## src/rtl/mem_stage.sv

```systemverilog
// Memory stage of the RV32 pipeline. ALU and AUIPC results pass through in one cycle.
// LW and SW go through a request/ready handshake with a timeout, and the stage stalls execute meanwhile.
module mem_stage #(
  parameter int TIMEOUT = 16,
  parameter int CNT_W   = 5
) (
  input  logic        clk,
  input  logic        rst_n,
  input  logic        ex_valid,
  output logic        ex_ready,
  input  logic [6:0]  ex_opcode,
  input  logic [31:0] ex_alu_result,
  input  logic [31:0] ex_store_data,
  input  logic [4:0]  ex_rd,
  output logic        dmem_req,
  output logic        dmem_we,
  output logic [31:0] dmem_addr,
  output logic [31:0] dmem_wdata,
  input  logic        dmem_ready,
  input  logic [31:0] dmem_rdata,
  output logic        wb_valid,
  output logic        wb_reg_write,
  output logic [4:0]  wb_rd,
  output logic [31:0] wb_data,
  output logic        misalign_err,
  output logic        bus_err
);

  localparam logic [6:0] OP_R     = 7'b0110011;
  localparam logic [6:0] OP_I     = 7'b0010011;
  localparam logic [6:0] OP_AUIPC = 7'b0010111;
  localparam logic [6:0] OP_LW    = 7'b0000011;
  localparam logic [6:0] OP_SW    = 7'b0100011;

  typedef enum logic {IDLE, ACCESS} state_t;

  state_t      state_q, state_d;
  logic        dmem_req_q, dmem_req_d;
  logic        dmem_we_q, dmem_we_d;
  logic [31:0] dmem_addr_q, dmem_addr_d;
  logic [31:0] dmem_wdata_q, dmem_wdata_d;
  logic [4:0]  rd_q, rd_d;
  logic [CNT_W-1:0] cnt_q, cnt_d;
  logic        wb_valid_q, wb_valid_d;
  logic        wb_reg_write_q, wb_reg_write_d;
  logic [4:0]  wb_rd_q, wb_rd_d;
  logic [31:0] wb_data_q, wb_data_d;
  logic        misalign_q, misalign_d;
  logic        bus_err_q, bus_err_d;

  always_comb begin
    state_d        = state_q;
    dmem_req_d     = dmem_req_q;
    dmem_we_d      = dmem_we_q;
    dmem_addr_d    = dmem_addr_q;
    dmem_wdata_d   = dmem_wdata_q;
    rd_d           = rd_q;
    cnt_d          = cnt_q;
    wb_valid_d     = 1'b0;
    wb_reg_write_d = 1'b0;
    wb_rd_d        = wb_rd_q;
    wb_data_d      = wb_data_q;
    misalign_d     = 1'b0;
    bus_err_d      = 1'b0;

    case (state_q)
      IDLE: begin
        if (ex_valid) begin
          case (ex_opcode)
            OP_R, OP_I, OP_AUIPC: begin
              wb_valid_d     = 1'b1;
              wb_data_d      = ex_alu_result;
              wb_rd_d        = ex_rd;
              wb_reg_write_d = (ex_rd != 5'd0);
            end
            OP_LW, OP_SW: begin
              if (ex_alu_result[1:0] != 2'b00) begin
                wb_valid_d = 1'b1;
                misalign_d = 1'b1;
              end else begin
                dmem_req_d   = 1'b1;
                dmem_we_d    = (ex_opcode == OP_SW);
                dmem_addr_d  = ex_alu_result;
                dmem_wdata_d = ex_store_data;
                rd_d         = ex_rd;
                cnt_d        = '0;
                state_d      = ACCESS;
              end
            end
            default: ;
          endcase
        end
      end
      ACCESS: begin
        // Ready takes priority over an expiring timeout in the same cycle.
        if (dmem_ready) begin
          dmem_req_d = 1'b0;
          wb_valid_d = 1'b1;
          wb_rd_d    = rd_q;
          state_d    = IDLE;
          if (!dmem_we_q) begin
            wb_data_d      = dmem_rdata;
            wb_reg_write_d = (rd_q != 5'd0);
          end
        end else if (cnt_q == CNT_W'(TIMEOUT - 1)) begin
          dmem_req_d = 1'b0;
          bus_err_d  = 1'b1;
          wb_valid_d = 1'b1;
          state_d    = IDLE;
        end else begin
          cnt_d = cnt_q + 1'b1;
        end
      end
      default: state_d = IDLE;
    endcase
  end

  always_ff @(posedge clk or negedge rst_n) begin
    if (!rst_n) begin
      state_q        <= IDLE;
      dmem_req_q     <= 1'b0;
      dmem_we_q      <= 1'b0;
      dmem_addr_q    <= '0;
      dmem_wdata_q   <= '0;
      rd_q           <= '0;
      cnt_q          <= '0;
      wb_valid_q     <= 1'b0;
      wb_reg_write_q <= 1'b0;
      wb_rd_q        <= '0;
      wb_data_q      <= '0;
      misalign_q     <= 1'b0;
      bus_err_q      <= 1'b0;
    end else begin
      state_q        <= state_d;
      dmem_req_q     <= dmem_req_d;
      dmem_we_q      <= dmem_we_d;
      dmem_addr_q    <= dmem_addr_d;
      dmem_wdata_q   <= dmem_wdata_d;
      rd_q           <= rd_d;
      cnt_q          <= cnt_d;
      wb_valid_q     <= wb_valid_d;
      wb_reg_write_q <= wb_reg_write_d;
      wb_rd_q        <= wb_rd_d;
      wb_data_q      <= wb_data_d;
      misalign_q     <= misalign_d;
      bus_err_q      <= bus_err_d;
    end
  end

  assign ex_ready     = (state_q == IDLE);
  assign dmem_req     = dmem_req_q;
  assign dmem_we      = dmem_we_q;
  assign dmem_addr    = dmem_addr_q;
  assign dmem_wdata   = dmem_wdata_q;
  assign wb_valid     = wb_valid_q;
  assign wb_reg_write = wb_reg_write_q;
  assign wb_rd        = wb_rd_q;
  assign wb_data      = wb_data_q;
  assign misalign_err = misalign_q;
  assign bus_err      = bus_err_q;

endmodule

```

## config.mk

```make
export PLATFORM = sky130hd
export DESIGN_NAME = mem_stage
export DESIGN_NICKNAME = d
export VERILOG_FILES = /design/src/rtl/mem_stage.sv
export SDC_FILE = /design/constraint.sdc
export NUM_CORES = 1
export LEC_CHECK = 0
export CORE_UTILIZATION = 38
export CTS_BUF_LIST = sky130_fd_sc_hd__clkbuf_16
export DETAILED_ROUTE_END_ITERATION = 8
export PLACE_DENSITY = 0.77
export REMOVE_ABC_BUFFERS = 1
export SLEW_MARGIN = 20
export SYNTH_ARGS = -nofsm -noshare
export SYNTH_HDL_FRONTEND = slang
export SYNTH_SLANG_ARGS = --single-unit
export TNS_END_PERCENT = 10
```

## constraint.sdc

```tcl
create_clock -name clk -period 2 [get_ports clk]
set_clock_uncertainty 0.15 [all_clocks]
set_input_delay 0.2 -clock clk [delete_from_list [all_inputs] [get_ports clk]]
set_output_delay 0.2 -clock clk [all_outputs]
set_load 0.05 [all_outputs]
```

==> flow_summary.yaml <==
finish:
  ff_latch_area_mm2: 0.00295
  fin_util_pct: 63.8
  diodes: 0
  nFillCells: 1019
  final_area_mm2: 0.00812
  multiInputGateArea_mm2: 0.00190
  syn2layout_area_growth_pct: 63.1
  drive_gt1_share_pct: 29.6
  num-nets-final: 683
drt:
  routedWlPerCell_um: 17.2
  num_vias: 3606
  first_pass_iters: 4
  wl_um: 13000
  drc: 0
  vias_per_cell: 4.79
  drtAntennaViolNets: 0
  drt_iter0_markers: 170
grt:
  grt_usage_pct: 20.1
  grt_max_degree: 56
  antenna_found_initial: 0
  grt_first_pass_wirelength_um: 20100
  grt_pass1_vias: 4003
  overflow: 0
sta:
  setup_tns_ns: 0
  rsz0062_at_grt: "no"
  period_share_pct: 97.6
  setup_viol: 0
  slew_headroom_pct: 62.9
  hold_violations: 0
  period_minus_slack_ns: 1.95
  drv_slew: 0
  hold_slack_ns: 0.144
  worst_slew_pin_slew_ns: 0.555
  max_freq_mhz: 512
pwr:
  p_total_w: 0.00776
  p_per_area_mw_per_mm2: 955
  ir_worst_vdd_mv: 0.741
  p_leak_nw: 3.69
critical_path:
  worstPathRequired_ns: 2.16
  critical_path_class: "reg -> reg"
  arrival_ns: 2.12
  crit_end: "cnt_q[0]"
  reg2reg_from: "cnt_q[0]"
  critical_path.endpoint_type: "flop"
  reg2reg_depth: 6
  cp-startpoint: "cnt_q[0]"
  rrSetupSlack_ns: 0.05
  r2r-end: "cnt_q[0]"
  cp_max_fo: 3
  cp-start-kind: "flop"
yosys:
  async_flop_share_pct: 100
  synthFlopType: "dfrtp_1"
  synth-xor-area-share_pct: 0
  syn_avg_cell_area_um2: 15.2
  yosysWarningCount: 0
  synth_compound_area_share_pct: 1.66
  synth_edf_count: 0
  synth.distinct_cells: 34
  synth_top_family_by_area: "multiplexers"
  yosys.area_share.adder_pct: 0.503
  synth-simple-area-share_pct: 3.54
  yosysSeqAreaShare_pct: 59.3
  synthMuxAreaShare_pct: 32.3
  synth_cells: 327
  synth_seq_cells: 118
  syn_area_mm2: 0.00498
clocking:
  clock_sinks: 118
  clk_pin_slew_ns: 0.05
  clkLatencyLatePin_ns: 0.41
  cts_tree: "yes"
  cts_buffers: 17
  cts_max_path_buffers: 2
  htree_levels: 4
  root_buffer: "clkbuf_16"
die:
  num_io_pins: 220
  start_util_pct: 39.1
  rows: 41
  die_area_mm2: 0.0136
  coreArea_mm2: 0.0127
  die_w_um: 116
  die_h_um: 116
placed_design:
  place_hpwl_um: 9410
  numPortBuffers: 219
  gp_congestion: 0.796
  placed_area_mm2: 0.00749
hold_path:
  hp-class: "in -> async"
run:
  drv_cap: 0
run_status:
  status: "finished, final reports clean"
[layout by cell type (no fill, tap or decap), types with 2 or more instances in the layout]
| master | synthesis | layout |
|---|---|---|
| and2_1 | 2 | 2 |
| o22ai_1 | 4 | 4 |
| bufinv_16 | 0 | 5 |
| clkdlybuf4s50_1 | 0 | 215 |
| or4_1 | 2 | 2 |
| o21ai_0 | 4 | 4 |
| clkinv_1 | 0 | 3 |
| clkinv_2 | 0 | 3 |
| inv_1 | 4 | 6 |
| nor2_1 | 4 | 4 |
| nand3_1 | 3 | 3 |
| nand2_1 | 8 | 8 |
| clkbuf_16 | 0 | 17 |
| dfrtp_1 | 118 | 117 |
| buf_12 | 0 | 6 |
| mux2_1 | 25 | 25 |
| buf_4 | 3 | 17 |
| mux2_2 | 117 | 117 |
[power breakdown]
group	total (W)	switching, W	internal (W)
clock network	0.00319	0.00102	0.00217
logic	0.00183	0.00108	0.000755
registers	0.00274	0.000122	0.00262
total	0.00776	0.00222	0.00554
[metrics by stage]
stage                     setup WS (ns)  cells
after CTS                        0.0121    753
after global placement          -0.0514    721
after floorplan                   -1.34    310
after global routing            0.00155    753
after detailed placement        -0.0733    721
final                            0.0477    753
[Yosys cell counts, types with 2 or more instances]
cell | number | area, µm²
or4_1 | 2 | 15.0
clkbuf_1 | 5 | 18.8
nand3_1 | 3 | 15.0
nor2_1 | 4 | 15.0
inv_1 | 4 | 15.0
nand2_1 | 8 | 30.0
o22ai_1 | 4 | 25.0
o21ai_0 | 4 | 20.0
buf_2 | 5 | 25.0
mux2_1 | 25 | 282
mux2_2 | 117 | 1320
dfrtp_1 | 118 | 2950
and2_1 | 2 | 12.5
buf_4 | 3 | 22.5
buf_6 | 2 | 22.5
buf_8 | 2 | 30.0
ha_1 | 2 | 25.0
[state kept, by name (all words and copies together) (netlist names)]
signal / count
dmem_wdata: 32
wb_rd: 5
wb_valid: 1
wb_data: 32
state_q: 1
rd_q: 5
bus_err: 1
wb_reg_write: 1
dmem_req: 1
dmem_we: 1
dmem_addr: 32
misalign_err: 1
cnt_q: 5
[critical path: stages, from the launching register on]
cell and delay, ns:
dfrtp_1 0.39, ha_2 0.19, and3_1 0.18, ha_1 0.19, or3b_4 0.39, or2_2 0.29
o21ai_0 0.09
[how the worst min path moves through the flow]
stage	from	to	slack (ns)	depth (start not counted)
final	rst_n	dmem_wdata[5]	0.14	2
after global placement	rst_n	dmem_wdata[0]	0.03	1
after global routing	rst_n	cnt_q[3]	0.19	2
after detailed placement	rst_n	dmem_wdata[4]	0.04	1
after CTS	rst_n	dmem_wdata[0]	0.15	2
after floorplan	rst_n	bus_err	-0.25	0
[kinds of logic after synthesis]
kind of cell	after synthesis
simple gates	30
buf+inv	21
mux	143
flops	118
fa+ha+maj	2
compound gates	13
[routing by layer]
metal  vias up  wire length [µm]  global-route usage [%]
met5         -                 0                       0
met4         0               285                    8.38
met3        20               988                    8.20
met2       145              6780                    34.7
met1      1784              4930                    21.9
li1       1657                 -                       -
[area by class of cell]
class	instances	area share [%]
Sequential cell	118	36.4
Timing Repair Buffer	240	29.8
Multi-Input combinational cell	188	23.4
Clock buffer	17	5.24
Tap cell	172	2.65
Clock inverter	14	2.36
Inverter	4	0.185
[what timing repair did]
item                                   in CTS  in global routing
buffers inserted                            0                  0
resized for setup                           1                  2
endpoints found under the hold margin      41                  0
hold buffers                                1                  0
setup endpoints to repair                   5                  6
Power figures use the tool's default switching activity.
